File: src/rtl/classifier_pkg.sv
// Shared types and constants for the classifier front end: pixel format,
// window geometry and the window sequencer state encoding.
package classifier_pkg;

    localparam int PIX_W      = 96;
    localparam int WIN        = 20;
    localparam int CLS_ADDR_W = 9;

    typedef logic [PIX_W-1:0] pixel_t;

    typedef enum logic [2:0] {
        ST_IDLE,
        ST_FETCH,
        ST_DRAIN,
        ST_WAIT,
        ST_REPORT,
        ST_ADVANCE,
        ST_FINISH
    } seq_state_t;

endpackage

File: src/rtl/window_addr_gen.sv
// Window position and pixel address generator. Walks the WIN x WIN pixels
// of the current window in raster order and steps the window across the
// frame. All addressing is incremental: a frame-row base for the window's
// top line and a line base that advances by IMG_W per window row.
module window_addr_gen #(
    parameter int IMG_W  = 320,
    parameter int IMG_H  = 240,
    parameter int WIN    = classifier_pkg::WIN,
    parameter int STRIDE = 4,
    parameter int AW     = $clog2(IMG_W*IMG_H)
) (
    input  logic                                CLK,
    input  logic                                RESET_N,
    input  logic                                clr,
    input  logic                                pix_step,
    input  logic                                win_step,
    output logic [AW-1:0]                       pix_addr,
    output logic [classifier_pkg::CLS_ADDR_W-1:0] col,
    output logic                                last_pix,
    output logic                                last_win,
    output logic [15:0]                         win_x,
    output logic [15:0]                         win_y
);
    import classifier_pkg::*;

    localparam int CW = CLS_ADDR_W;

    localparam logic [15:0]   STEP16       = 16'(STRIDE);
    localparam logic [15:0]   X_MAX        = 16'(IMG_W - WIN);
    localparam logic [15:0]   Y_MAX        = 16'(IMG_H - WIN);
    localparam logic [CW-1:0] LAST_IDX     = CW'(WIN - 1);
    localparam logic [AW-1:0] ROW_STEP     = AW'(IMG_W);
    localparam logic [AW-1:0] WIN_ROW_STEP = AW'(IMG_W * STRIDE);

    logic [15:0]   win_x_reg, win_x_next;
    logic [15:0]   win_y_reg, win_y_next;
    logic [AW-1:0] win_row_reg, win_row_next;    // win_y * IMG_W
    logic [AW-1:0] row_base_reg, row_base_next;  // (win_y + row) * IMG_W
    logic [CW-1:0] row_reg, row_next;
    logic [CW-1:0] col_reg, col_next;
    logic          x_fits;
    logic          y_fits;

    // 17-bit compares so a large STRIDE cannot wrap the 16-bit position
    assign x_fits   = ({1'b0, win_x_reg} + {1'b0, STEP16}) <= {1'b0, X_MAX};
    assign y_fits   = ({1'b0, win_y_reg} + {1'b0, STEP16}) <= {1'b0, Y_MAX};
    assign last_win = !x_fits && !y_fits;
    assign last_pix = (row_reg == LAST_IDX) && (col_reg == LAST_IDX);
    assign pix_addr = row_base_reg + AW'(win_x_reg) + AW'(col_reg);
    assign col      = col_reg;
    assign win_x    = win_x_reg;
    assign win_y    = win_y_reg;

    // Next-value logic: frame clear, window step, or pixel step
    always_comb begin
        win_x_next    = win_x_reg;
        win_y_next    = win_y_reg;
        win_row_next  = win_row_reg;
        row_base_next = row_base_reg;
        row_next      = row_reg;
        col_next      = col_reg;
        if (clr) begin
            win_x_next    = '0;
            win_y_next    = '0;
            win_row_next  = '0;
            row_base_next = '0;
            row_next      = '0;
            col_next      = '0;
        end else if (win_step) begin
            row_next = '0;
            col_next = '0;
            if (x_fits) begin
                win_x_next    = win_x_reg + STEP16;
                row_base_next = win_row_reg;
            end else begin
                win_x_next    = '0;
                win_y_next    = win_y_reg + STEP16;
                win_row_next  = win_row_reg + WIN_ROW_STEP;
                row_base_next = win_row_reg + WIN_ROW_STEP;
            end
        end else if (pix_step) begin
            if (col_reg == LAST_IDX) begin
                col_next = '0;
                if (row_reg == LAST_IDX) begin
                    row_next      = '0;
                    row_base_next = win_row_reg;
                end else begin
                    row_next      = row_reg + 1'b1;
                    row_base_next = row_base_reg + ROW_STEP;
                end
            end else begin
                col_next = col_reg + 1'b1;
            end
        end
    end

    // Counter registers
    always_ff @(posedge CLK or negedge RESET_N) begin
        if (!RESET_N) begin
            win_x_reg    <= '0;
            win_y_reg    <= '0;
            win_row_reg  <= '0;
            row_base_reg <= '0;
            row_reg      <= '0;
            col_reg      <= '0;
        end else begin
            win_x_reg    <= win_x_next;
            win_y_reg    <= win_y_next;
            win_row_reg  <= win_row_next;
            row_base_reg <= row_base_next;
            row_reg      <= row_next;
            col_reg      <= col_next;
        end
    end

endmodule

File: src/rtl/window_sequencer.sv
// Frame sequencer for the integral-image classifier: raster-scans window
// positions, streams each window's pixels from the frame store into the
// classifier, waits for its result and hands the window coordinates
// downstream over a valid/ready handshake.
module window_sequencer #(
    parameter int IMG_W  = 320,
    parameter int IMG_H  = 240,
    parameter int WIN    = classifier_pkg::WIN,
    parameter int STRIDE = 4,
    parameter int AW     = $clog2(IMG_W*IMG_H)
) (
    input  logic                                  CLK,
    input  logic                                  RESET_N,
    input  logic                                  START,
    output logic                                  BUSY,
    output logic                                  DONE,
    output logic                                  RD_EN,
    output logic [AW-1:0]                         RD_ADDR,
    input  classifier_pkg::pixel_t                RD_DATA,
    output logic                                  CLS_START,
    output logic                                  CLS_VALID,
    output logic [classifier_pkg::CLS_ADDR_W-1:0] CLS_ADDR,
    output classifier_pkg::pixel_t                CLS_XYZ,
    input  logic                                  CLS_DONE,
    output logic                                  WIN_VALID,
    input  logic                                  WIN_READY,
    output logic [15:0]                           WIN_X,
    output logic [15:0]                           WIN_Y
);
    import classifier_pkg::*;

    seq_state_t            state_reg, state_next;
    logic                  cls_start_reg, cls_start_next;
    logic                  gen_clr;
    logic                  gen_pix_step;
    logic                  gen_win_step;
    logic                  win_latch;
    logic [AW-1:0]         gen_addr;
    logic [CLS_ADDR_W-1:0] gen_col;
    logic                  gen_last_pix;
    logic                  gen_last_win;
    logic [15:0]           gen_win_x;
    logic [15:0]           gen_win_y;
    logic                  rd_en_reg;
    logic [AW-1:0]         rd_addr_reg;
    logic [CLS_ADDR_W-1:0] rd_col_reg;
    logic                  cls_valid_reg;
    logic [CLS_ADDR_W-1:0] cls_addr_reg;
    logic [15:0]           win_x_out_reg;
    logic [15:0]           win_y_out_reg;

    window_addr_gen #(
        .IMG_W  (IMG_W),
        .IMG_H  (IMG_H),
        .WIN    (WIN),
        .STRIDE (STRIDE),
        .AW     (AW)
    ) u_addr_gen (
        .CLK      (CLK),
        .RESET_N  (RESET_N),
        .clr      (gen_clr),
        .pix_step (gen_pix_step),
        .win_step (gen_win_step),
        .pix_addr (gen_addr),
        .col      (gen_col),
        .last_pix (gen_last_pix),
        .last_win (gen_last_win),
        .win_x    (gen_win_x),
        .win_y    (gen_win_y)
    );

    // State register and the registered classifier start pulse
    always_ff @(posedge CLK or negedge RESET_N) begin
        if (!RESET_N) begin
            state_reg     <= ST_IDLE;
            cls_start_reg <= 1'b0;
        end else begin
            state_reg     <= state_next;
            cls_start_reg <= cls_start_next;
        end
    end

    // Next-state logic and counter controls
    always_comb begin
        state_next     = state_reg;
        cls_start_next = 1'b0;
        gen_clr        = 1'b0;
        gen_pix_step   = 1'b0;
        gen_win_step   = 1'b0;
        win_latch      = 1'b0;
        case (state_reg)
            ST_IDLE: begin
                if (START) begin
                    gen_clr        = 1'b1;
                    cls_start_next = 1'b1;
                    state_next     = ST_FETCH;
                end
            end
            ST_FETCH: begin
                gen_pix_step = 1'b1;
                if (gen_last_pix) begin
                    state_next = ST_DRAIN;
                end
            end
            ST_DRAIN: begin
                state_next = ST_WAIT;
            end
            ST_WAIT: begin
                if (CLS_DONE) begin
                    win_latch  = 1'b1;
                    state_next = ST_REPORT;
                end
            end
            ST_REPORT: begin
                if (WIN_READY) begin
                    state_next = ST_ADVANCE;
                end
            end
            ST_ADVANCE: begin
                if (gen_last_win) begin
                    state_next = ST_FINISH;
                end else begin
                    gen_win_step   = 1'b1;
                    cls_start_next = 1'b1;
                    state_next     = ST_FETCH;
                end
            end
            ST_FINISH: begin
                state_next = ST_IDLE;
            end
            default: begin
                state_next = ST_IDLE;
            end
        endcase
    end

    // Read issue stage and the 1-cycle return alignment towards the classifier
    always_ff @(posedge CLK or negedge RESET_N) begin
        if (!RESET_N) begin
            rd_en_reg     <= 1'b0;
            rd_addr_reg   <= '0;
            rd_col_reg    <= '0;
            cls_valid_reg <= 1'b0;
            cls_addr_reg  <= '0;
        end else begin
            rd_en_reg <= (state_reg == ST_FETCH);
            if (state_reg == ST_FETCH) begin
                rd_addr_reg <= gen_addr;
                rd_col_reg  <= gen_col;
            end
            cls_valid_reg <= rd_en_reg;
            cls_addr_reg  <= rd_col_reg;
        end
    end

    // Coordinates of the finished window, frozen for the whole report
    always_ff @(posedge CLK or negedge RESET_N) begin
        if (!RESET_N) begin
            win_x_out_reg <= '0;
            win_y_out_reg <= '0;
        end else if (win_latch) begin
            win_x_out_reg <= gen_win_x;
            win_y_out_reg <= gen_win_y;
        end
    end

    assign BUSY      = (state_reg != ST_IDLE) && (state_reg != ST_FINISH);
    assign DONE      = (state_reg == ST_FINISH);
    assign RD_EN     = rd_en_reg;
    assign RD_ADDR   = rd_addr_reg;
    assign CLS_START = cls_start_reg;
    assign CLS_VALID = cls_valid_reg;
    assign CLS_ADDR  = cls_addr_reg;
    // The frame store's output register is the pipeline stage; gate so the
    // classifier bus is quiet outside valid beats and during reset.
    assign CLS_XYZ   = cls_valid_reg ? RD_DATA : '0;
    assign WIN_VALID = (state_reg == ST_REPORT);
    assign WIN_X     = win_x_out_reg;
    assign WIN_Y     = win_y_out_reg;

endmodule

File: config.mk
export PLATFORM = sky130hd
export DESIGN_NAME = window_sequencer
export DESIGN_NICKNAME = d
export VERILOG_FILES = /design/src/rtl/classifier_pkg.sv /design/src/rtl/window_addr_gen.sv /design/src/rtl/window_sequencer.sv
export SDC_FILE = /design/constraint.sdc
export NUM_CORES = 1
export LEC_CHECK = 0
export ABC_AREA = 1
export CAP_MARGIN = 5
export CORE_AREA = 8 8 174 126
export CTS_BUF_LIST = sky130_fd_sc_hd__clkbuf_16
export DETAILED_ROUTE_END_ITERATION = 7
export DIE_AREA = 0 0 182 134
export PLACE_DENSITY = 0.75
export SYNTH_ARGS = -nofsm -noshare
export SYNTH_HDL_FRONTEND = slang
export SYNTH_SLANG_ARGS = --single-unit
File: constraint.sdc
create_clock -name CLK -period 3 [get_ports CLK]
set_input_delay 0.3 -clock CLK [delete_from_list [all_inputs] [get_ports CLK]]
set_output_delay 0.3 -clock CLK [all_outputs]
set_load 0.02 [all_outputs]
==> results summary, run 1 <==
The run finished with clean final reports. The actual transition at the worst max-transition pin is 0.712 ns. The critical path goes through buf_4, fa_1, ha_1, a21oi_1, nand2_1, a21oi_1, o21ai_0, a21boi_1, o21ai_0, xnor2_1, o21ai_0. The total power of the final layout is 9600 µW. The combined global-route utilization of all metal layers is 24.3%. The die outline width came out at 182 µm. The non-filler instance count after layout came out at 1711. The via count of the first global-routing pass was 8015. The number of distinct standard cells referenced by the synthesized netlist is 43. The number of violations reported at the end of detailed-routing iteration 0 came out at 770. The post-route fraction of the period consumed by the critical path is 94.5%. The total wire length after detailed routing is 30.7 mm.

The register with the most flip-flops in the layout has 17 of them. The number of buffers on the longest clock path came out at 2. The worst reg-to-reg setup slack came out at 0.16 ns. The number of nets in the layout is 1592.

The time the worst path needs with I/O delays and setup is 2.84 ns. The Yosys step of the flow raised 0 warnings. The count of antenna-violating nets left after detailed routing came out at 0. The initial antenna violation count came out at 1. The worst hold path was traced through 0 stages.

The number of buffers inserted during clock tree synthesis came out at 17. The power per unit of standard cell area is 795 nW/µm². The nature of the critical path startpoint is a register.

The total number of vias came out at 8609. The dominant delay contributor by cell family on the critical path is compound AO/OA/AOI/OAI gates. The arrival time at the worst endpoint is 3.13 ns. The buffer and inverter count on the worst path is 1. The tightest min-delay check is of the reg2reg type. The share of layout cells above drive strength 1 came out at 6.08%.

Ranked by total cell area, the synthesized netlist is headed by dfrtp_1 40%, nand2_1 16%, inv_1 8.7%. The critical path required time is 3.30 ns. The maximum number of pins on one net before global-route repair is 63. The cell with the largest stage delay on the worst path is dfrtp_1.

The chip height is 134 µm. The relative slew slack came out at 52.4%. The register cell area after layout is 3400 µm². Across the VDD grid, the largest voltage drop is 0.461 mV. The worst register-to-register path ends at RD_ADDR[12]$_DFFE_PN0P_. The root buffer cell chosen for the clock tree is clkbuf_16. The count of flip-flops with a built-in enable after synthesis came out at 0.

The multi-input combinational cells in the finished layout cover a total of 4170 µm². The max-cap check violation count is 0. Setup total negative slack on the finished layout was measured at 0 ns. The share of synthesized area occupied by flip-flops and latches came out at 40.1%.

The worst setup path is captured at a register. The clock insertion delay at the later pin of the skew report came out at 0.43 ns. The top-area cell type share of the netlist area is 40.1%. The first TritonRoute pass finished after 5 iterations. The first-pass GRT wire length came out at 46.1 mm. The count of cell instances traversed by the critical path is 11. The H-tree was split into 4 levels. The layout has 1710 filler cells.

Among the stages of the critical path, the cell type that occurs most often is o21ai_0. The final hold slack is 0.384 ns. The overall overflow remaining after global route came out at 0. The share of synthesized registers carrying an async set or reset came out at 100%. In this run the most critical hold path is launched from rd_col_reg[5]$_DFFE_PN0P_. The detailed placement HPWL is 24.6 mm. The initial core utilization is 43.9%.

Setup repair after global routing left no endpoint under its margin. The number of placement rows is 43. By startpoint and endpoint, the worst setup path is classified as reg2reg. The core region area came out at 19400 µm².

The most used flip-flop cell after synthesis is dfrtp_1. The worst reg2reg path startpoint is u_addr_gen.row_base_reg[4]$_DFFE_PN0P_. The detail-routed net length per standard cell came out at 17.9 µm. The congestion estimate from routability-driven global placement came to 0.994. After detailed placement, the design holds a cell count of 1675. The worst-case reg-to-reg path depth is 11. For hold timing, the worst endpoint is CLS_ADDR[5]$_DFF_PN0_. The final max-slew violation count is 0. After synthesis, the mean cell area works out to 7.20 µm².

Port buffering added 256 buffers. Clock-pin slew was measured on the worst setup and hold paths at 0.07 ns. After detailed placement, the total cell area comes to 11400 µm².

TritonCTS built the clock tree. dfrtp_1 takes more of the synthesized area than any other cell. Setup violations remaining at the end of the flow were counted as 0. The critical path's largest stage delay came out at 0.44 ns. The layout-stage area growth over the synthesis result came out at 42.1%. Counting flops and latches in the post-synthesis netlist gives 136.

The die covers 24400 µm². The area of all placed cells without fillers came out at 12100 µm². During I/O placement, the number of pins put on the boundary was 261. The number of sinks on the clock net is 136. The critical-path maximum fanout is 5. The number of remaining DRC errors came out at 0. The clock skew came out at 0.00968 ns. The final count of hold timing violations came out at 0.

The leakage power is 0.00618 µW. After technology mapping, the gate count stands at 1180. The average via count per standard cell came out at 5.03. The maximum clock frequency is 353 MHz. The post-synthesis instance area came out at 8490 µm².
-- placed cells by master (no fill, tap or decap), types with 24 or more instances in the layout --
| cell | synthesis | routed |
|---|---|---|
| inv_1 | 198 | 198 |
| nand3_1 | 58 | 58 |
| dfrtp_1 | 136 | 135 |
| a21oi_1 | 26 | 25 |
| nand2_1 | 368 | 367 |
| buf_4 | 5 | 24 |
| o21ai_0 | 101 | 99 |
| ha_1 | 33 | 33 |
| clkdlybuf4s50_1 | 0 | 255 |
| nor2_1 | 85 | 84 |
-- worst max-delay path by stage --
stage	from	endpoint	slack, ns
after floorplan	u_addr_gen.row_base_reg[4]$_DFFE_PN0P_	RD_ADDR[13]$_DFFE_PN0P_	0.24
after global placement	u_addr_gen.row_base_reg[4]$_DFFE_PN0P_	RD_ADDR[13]$_DFFE_PN0P_	0.08
after detailed placement	u_addr_gen.row_base_reg[4]$_DFFE_PN0P_	RD_ADDR[13]$_DFFE_PN0P_	-0.05
after CTS	u_addr_gen.row_base_reg[4]$_DFFE_PN0P_	RD_ADDR[13]$_DFFE_PN0P_	0.05
after global routing	u_addr_gen.row_base_reg[4]$_DFFE_PN0P_	RD_ADDR[12]$_DFFE_PN0P_	0.004
final	u_addr_gen.row_base_reg[4]$_DFFE_PN0P_	RD_ADDR[12]$_DFFE_PN0P_	0.16
-- synth_stat cells, drive strengths merged (8+ instances only) --
cell type    n
a21oi       26
buf         16
clkbuf      22
dfrtp      136
fa           8
ha          33
inv        200
nand2      374
nand3       59
nand4       19
nor2        89
nor3        17
o21ai      105
xnor2       10
xor2        23
-- worst reg2reg max path, stage by stage, from the launching register on --
cell and delay [ns]:
dfrtp_1 0.44, buf_4 0.18, fa_1 0.43, ha_1 0.37
a21oi_1 0.18, nand2_1 0.11, a21oi_1 0.26, o21ai_0 0.17
a21boi_1 0.21, o21ai_0 0.13, xnor2_1 0.14, o21ai_0 0.08
-- metal layers --
layer / vias to the layer above / wire length [µm] / GRT usage (%)
met4: 0 / 299 / 4.95
met3: 31 / 1920 / 5.16
li1: 4216 / - / -
met2: 292 / 15500 / 41.8
met5: - / 0 / 0
met1: 4070 / 13000 / 31.0
-- where the power goes --
group	internal, µW	total [µW]	switching (µW)
Clock	1260	2180	922
Combinational	1890	4730	2850
Sequential	2250	2680	430
Total	5400	9600	4200
-- cells by family (layout without fill, tap and decap cells) --
kind of cell | Yosys count | after routing | share of synthesized area [%]
simple gates | 572 | 573 | 28.3
buf+inv | 241 | 519 | 11.4
compound gates | 155 | 156 | 9.96
flops | 136 | 136 | 40.1
fa+ha+maj | 41 | 41 | 6.75
xor+xnor | 33 | 33 | 3.40
other cells | 1 | 5 | 0.0441
mux | 1 | 1 | 0.133
-- metrics by stage --
step,util (%),setup slack (ns)
floorplan,-,0.242
global placement,58.9,0.0779
detailed placement,58.9,-0.0497
CTS,62.1,0.0517
global route,62.3,0.00355
finish,62.3,0.165
-- timing repair --
item                                    4_1_cts  5_1_grt
gates resized for setup                       2        7
cloned                                        0        2
endpoints found under the setup margin        1       43
pin swaps                                     0        2
hold endpoints to repair                     51        0
hold buffers                                  1        0
setup buffers                                 0        0
-- cell type report --
| type | count | area share [%] |
|---|---|---|
| Inverter | 203 | 6.34 |
| Clock inverter | 15 | 1.48 |
| Antenna cell | 1 | 0.0207 |
| Tap cell | 247 | 2.56 |
| Clock buffer | 17 | 3.52 |
| Sequential cell | 136 | 28.2 |
| Multi-Input combinational cell | 808 | 34.6 |
| Timing Repair Buffer | 284 | 23.3 |
No activity file was read; power rests on OpenSTA's default activity.
==> run 2, diff against run 1 <==
--- a/config.mk
+++ b/config.mk
@@ -7,11 +7,12 @@
 export LEC_CHECK = 0
 export ABC_AREA = 1
 export CAP_MARGIN = 5
-export CORE_AREA = 8 8 174 126
+export CORE_AREA = 8 8 177 129
 export CTS_BUF_LIST = sky130_fd_sc_hd__clkbuf_16
 export DETAILED_ROUTE_END_ITERATION = 7
-export DIE_AREA = 0 0 182 134
-export PLACE_DENSITY = 0.75
+export DIE_AREA = 0 0 185 137
+export PLACE_DENSITY = 0.74
 export SYNTH_ARGS = -nofsm -noshare
 export SYNTH_HDL_FRONTEND = slang
+export SYNTH_HIERARCHICAL = 1
 export SYNTH_SLANG_ARGS = --single-unit
==> constraint.sdc (replaced) <==
create_clock -name CLK -period 2.9 [get_ports CLK]
set_input_delay 0.29 -clock CLK [delete_from_list [all_inputs] [get_ports CLK]]
set_output_delay 0.29 -clock CLK [all_outputs]
set_load 0.02 [all_outputs]
==> results summary, run 2 <==
The run finished with clean final reports. The worst setup path is captured at a register. The detailed placement HPWL was 24.7 mm (+0.76%). The deepest level of the CTS H-tree came out at 4 (unchanged).

The leakage power is 0.00683 µW (+10%). The total number of vias came out at 9129 (+6.0%). By count the netlist is led by 434 x nand2_1, 181 x inv_1, 140 x dfrtp_1.

The share of synthesized area occupied by flip-flops and latches was 39.6% (-0.43 points). The number of ports placed on the die boundary came to 261 (unchanged). The nature of the critical path startpoint is a register. The number of flip-flops under the largest register name is 17 (unchanged). The maximum number of pins on one net before global-route repair came out at 67 (+6.3%).

Setup repair after global routing could not meet its margin everywhere. The weighted congestion at the end of routability-driven global placement came out at 1.02 (+2.6%). The top-area cell type share of the netlist area is 39.6% (-0.43 points). The post-synthesis instance area is 8840 µm² (+4.1%).

The gate count of the mapped netlist is 1223 (+3.6%). The net switching power of the design came to 4120 µW (-1.8%). The number of remaining DRC errors came out at 0 (unchanged).

The final hold slack is 0.377 ns (-0.00686 ns). The relative slew slack came out at 59.1% (+6.7 points). The critical path required time came to 3.23 ns (-0.07 ns). The cell internal power dissipation is 5960 µW (+10%).

The share of synthesized registers carrying an async set or reset is 100% (unchanged). In the layout the commonest cells are 427 x nand2_1, 259 x clkdlybuf4s50_1, 175 x inv_1, 132 x dfrtp_1, 86 x nand3_1. The average cell area after synthesis is 7.23 µm² (+0.39%). The core occupancy in the finished layout is 64.2% (+1.9 points). The number of sinks on the clock net is 140 (+2.9%). The maximum clock frequency is 349 MHz (-1.1%). On the critical path the largest part of the delay comes from simple AND/OR/NAND/NOR gates. The clock skew came out at 0.00793 ns (-0.00174 ns).

The initial core utilization is 43.9% (about the same). The combinational cell fraction of total power is 48.0% (-1.3 points). Clock tree synthesis selected as its root buffer the cell clkbuf_16. The post-route fraction of the period consumed by the critical path is 98.8% (+4.3 points). The type of the worst min-delay path is reg2reg.

The max-cap check violation count was 0 (unchanged). Among all flip-flop cells after synthesis, the most frequent one is dfrtp_1. The final-layout setup total negative slack is 0 ns (unchanged). The number of nets in the layout came out at 1668 (+4.8%). The time the worst path needs with I/O delays and setup is 2.87 ns (+0.0306 ns). The average via count per standard cell is 5.02 (-0.15%). The via count of the first global-routing pass is 8555 (+6.7%).

In this run the critical register-to-register path is launched from u_addr_gen/win_y[2]$_DFFE_PN0P_. The first-pass GRT wire length came to 47.9 mm (+3.8%). The total power of the final layout is 10100 µW (+5.1%). The combined global-route utilization of all metal layers came out at 24.1% (-0.12 points). The actual transition at the worst max-transition pin is 0.614 ns (-0.0984 ns). The count of endpoints failing setup in the final report is 0 (unchanged).

The buffer and inverter count on the worst path is 7 (+6). The die area came out at 25300 µm² (+3.9%). The switching fraction of total power was 40.9% (-2.9 points). The post-place instance area is 12000 µm² (+5.0%). The synthesized design spends more area on one cell type than any other, namely dfrtp_1.

The total wire length after detailed routing was 31.6 mm (+2.9%). The portion of total power attributed to sequential cells is 27.4% (-0.5 points). The number of distinct standard cells referenced by the synthesized netlist is 45 (+4.7%). The worst setup path is of the reg2reg kind. The number of buffers inserted during clock tree synthesis was 17 (unchanged). The dominant cell by count in the synthesized netlist is nand2_1. By area the synthesized netlist is led by dfrtp_1 40%, nand2_1 18%, inv_1 7.7%. The number of buffers on the longest clock path is 2 (unchanged).

The cell that appears most often on the critical path is inv_2. The layout-stage area growth over the synthesis result came out at 46.3%. The number of warnings printed during yosys synthesis came out at 6 (+6). The cell with the largest stage delay on the worst path is dfrtp_2. The power per unit of standard cell area is 780 nW/µm² (-1.9%). The signal on the critical path passes through ha_4, nand3_2, nor2_2, nand4_1, xnor2_2, nor2_1, nand2_1, nor2_1, nand2_1, nand2_2, inv_2, inv_2, nand2_2, inv_2, nor2_4, inv_4, nor2_4, buf_6, clkinvlp_4, buf_4, a211oi_2.

The chip height is 137 µm (+2.2%). The flip-flop and latch count after synthesis came to 140 (+2.9%). The arrival time at the worst endpoint is 3.19 ns (+0.06 ns). The detail-routed net length per standard cell came out at 17.4 µm (-3.1%). The maximum vdd ir drop came out at 0.472 mV (+2.2%). The critical path's largest stage delay came out at 0.43 ns (about the same). The core region area is 20100 µm² (+4.0%). The count of antenna-violating nets left after detailed routing came out at 0 (unchanged). The share of layout cells above drive strength 1 came out at 12.0% (+5.9 points). The initial antenna violation count was 1 (unchanged). The final count of hold timing violations is 0 (unchanged). The clock share of power came to 24.6% (+1.9 points). The number of placement rows came to 44 (+2.3%). The final max-slew violation count came out at 0 (unchanged). The clock tree from TritonCTS is yes. The die outline width is 185 µm (+1.6%). The most critical setup path has its startpoint at u_addr_gen/win_y[2]$_DFFE_PN0P_. The critical-path maximum fanout was 7 (+2). The clock-pin slew reported for the worst setup and hold paths after clock tree synthesis is 0.06 ns (about the same). The area of all placed cells without fillers came out at 12900 µm² (+7.1%). The clock insertion delay at the later pin of the skew report came out at 0.42 ns (about the same). The startpoint identified for the worst hold timing path is RD_EN$_DFF_PN0_. The number of violations reported at the end of detailed-routing iteration 0 came out at 764 (-0.78%). The number of buffer cells added on primary ports came out at 260 (+1.6%).

The number of detailed-route iterations in the first pass is 6 (+1). The overall overflow remaining after global route came out at 0 (unchanged). Leaving out fill and tap cells, the most frequent cell in the layout is nand2_1. The count of flip-flops with a built-in enable after synthesis is 0 (unchanged).
==> run 2: cell types whose count changed in the layout (fill, tap and decap cells not counted), sizes merged, moves of 7 or more <==
cell / before / now
nand2: 375 / 460
o21ai: 105 / 41
buf: 28 / 65
nand3: 59 / 93
inv: 210 / 188
a21oi: 26 / 33
==> run 2: worst register-to-register path, delay by kind of cell (launching register included) <==
kind            cells  cell delay (ns)
simple gates       11             1.09
buf+inv             7             0.68
flops               1             0.43
xor+xnor            1             0.23
compound gates      1             0.19
fa+ha+maj           1             0.16
==> run 2: repair_timing <==
| item | CTS | global route |
|---|---|---|
| hold buffers | 1 | 0 |
| endpoints found under the setup margin | 3 | 55 |
| resized for setup | 0 | 47 |
| setup buffers | 2 | 11 |
| endpoints found under the hold margin | 64 | 0 |
| pin swaps | 1 | 25 |
==> run 2: cell families (layout without fill, tap and decap cells) <==
| family | after synthesis | after routing | share of synthesized area [%] |
|---|---|---|---|
| AO/OA/AOI/OAI | 96 | 96 | 6.03 |
| XOR/XNOR | 38 | 38 | 3.77 |
| adder cells (fa/ha/maj) | 40 | 40 | 6.34 |
| buffers and inverters | 229 | 543 | 11.2 |
| flip-flops | 140 | 140 | 39.6 |
| other | 1 | 5 | 0.0424 |
| AND/OR/NAND/NOR | 679 | 679 | 33.0 |
==> run 2: cell type report <==
cell class                 instances  area (µm²)
fill                            1708        7210
multi-input combinational        857        4550
sequential                       140        3510
timing repair buffer             325        3130
inverter                         186         719
clock buffer                      17         425
tap                              276         345
clock inverter                    15         244
antenna                            1        2.50
==> run 2: routing by layer <==
layer  global-route usage, %  vias to the layer above  share of wire (%)
li1                        -                     4396                  -
met3                    4.64                       25                7.6
met1                    30.2                     4336                 41
met5                       0                        -                  0
met4                    4.61                        0                1.1
met2                    43.1                      372                 51
==> run 2: worst paths after layout <==
check | to | slack [ns] | depth (start not counted)
hold reg to reg | CLS_VALID$_DFF_PN0_ | 0.38 | 0
setup / recovery | u_addr_gen/col[4]$_DFFE_PN0P_ | 0.03 | 21
max in group asynchronous | u_addr_gen/win_x[7]$_DFFE_PN0N_ | 1.71 | 3
hold / removal | CLS_VALID$_DFF_PN0_ | 0.38 | 0
setup reg to reg | u_addr_gen/col[4]$_DFFE_PN0P_ | 0.03 | 21
min in group asynchronous | WIN_Y[3]$_DFFE_PN0P_ | 0.43 | 2
==> run 2: power by group through the flow <==
stage | clock, µW | sequential, µW | combinational (µW)
global placement | 0 | 2760 | 4580
detailed placement | 0 | 2780 | 4650
CTS | 2520 | 2750 | 4710
floorplan | 0 | 2950 | 2510
finish | 2480 | 2770 | 4840
global route | 2600 | 2820 | 5270
==> run 2: per-stage QoR <==
stage / worst slack, ns / std cells
2_1_floorplan: 0.00786 / 1226
3_3_place_gp: 0.180 / 1770
3_5_place_dp: 0.0562 / 1770
4_1_cts: 0.00311 / 1805
5_1_grt: -0.133 / 1817
6_report: 0.0340 / 1817
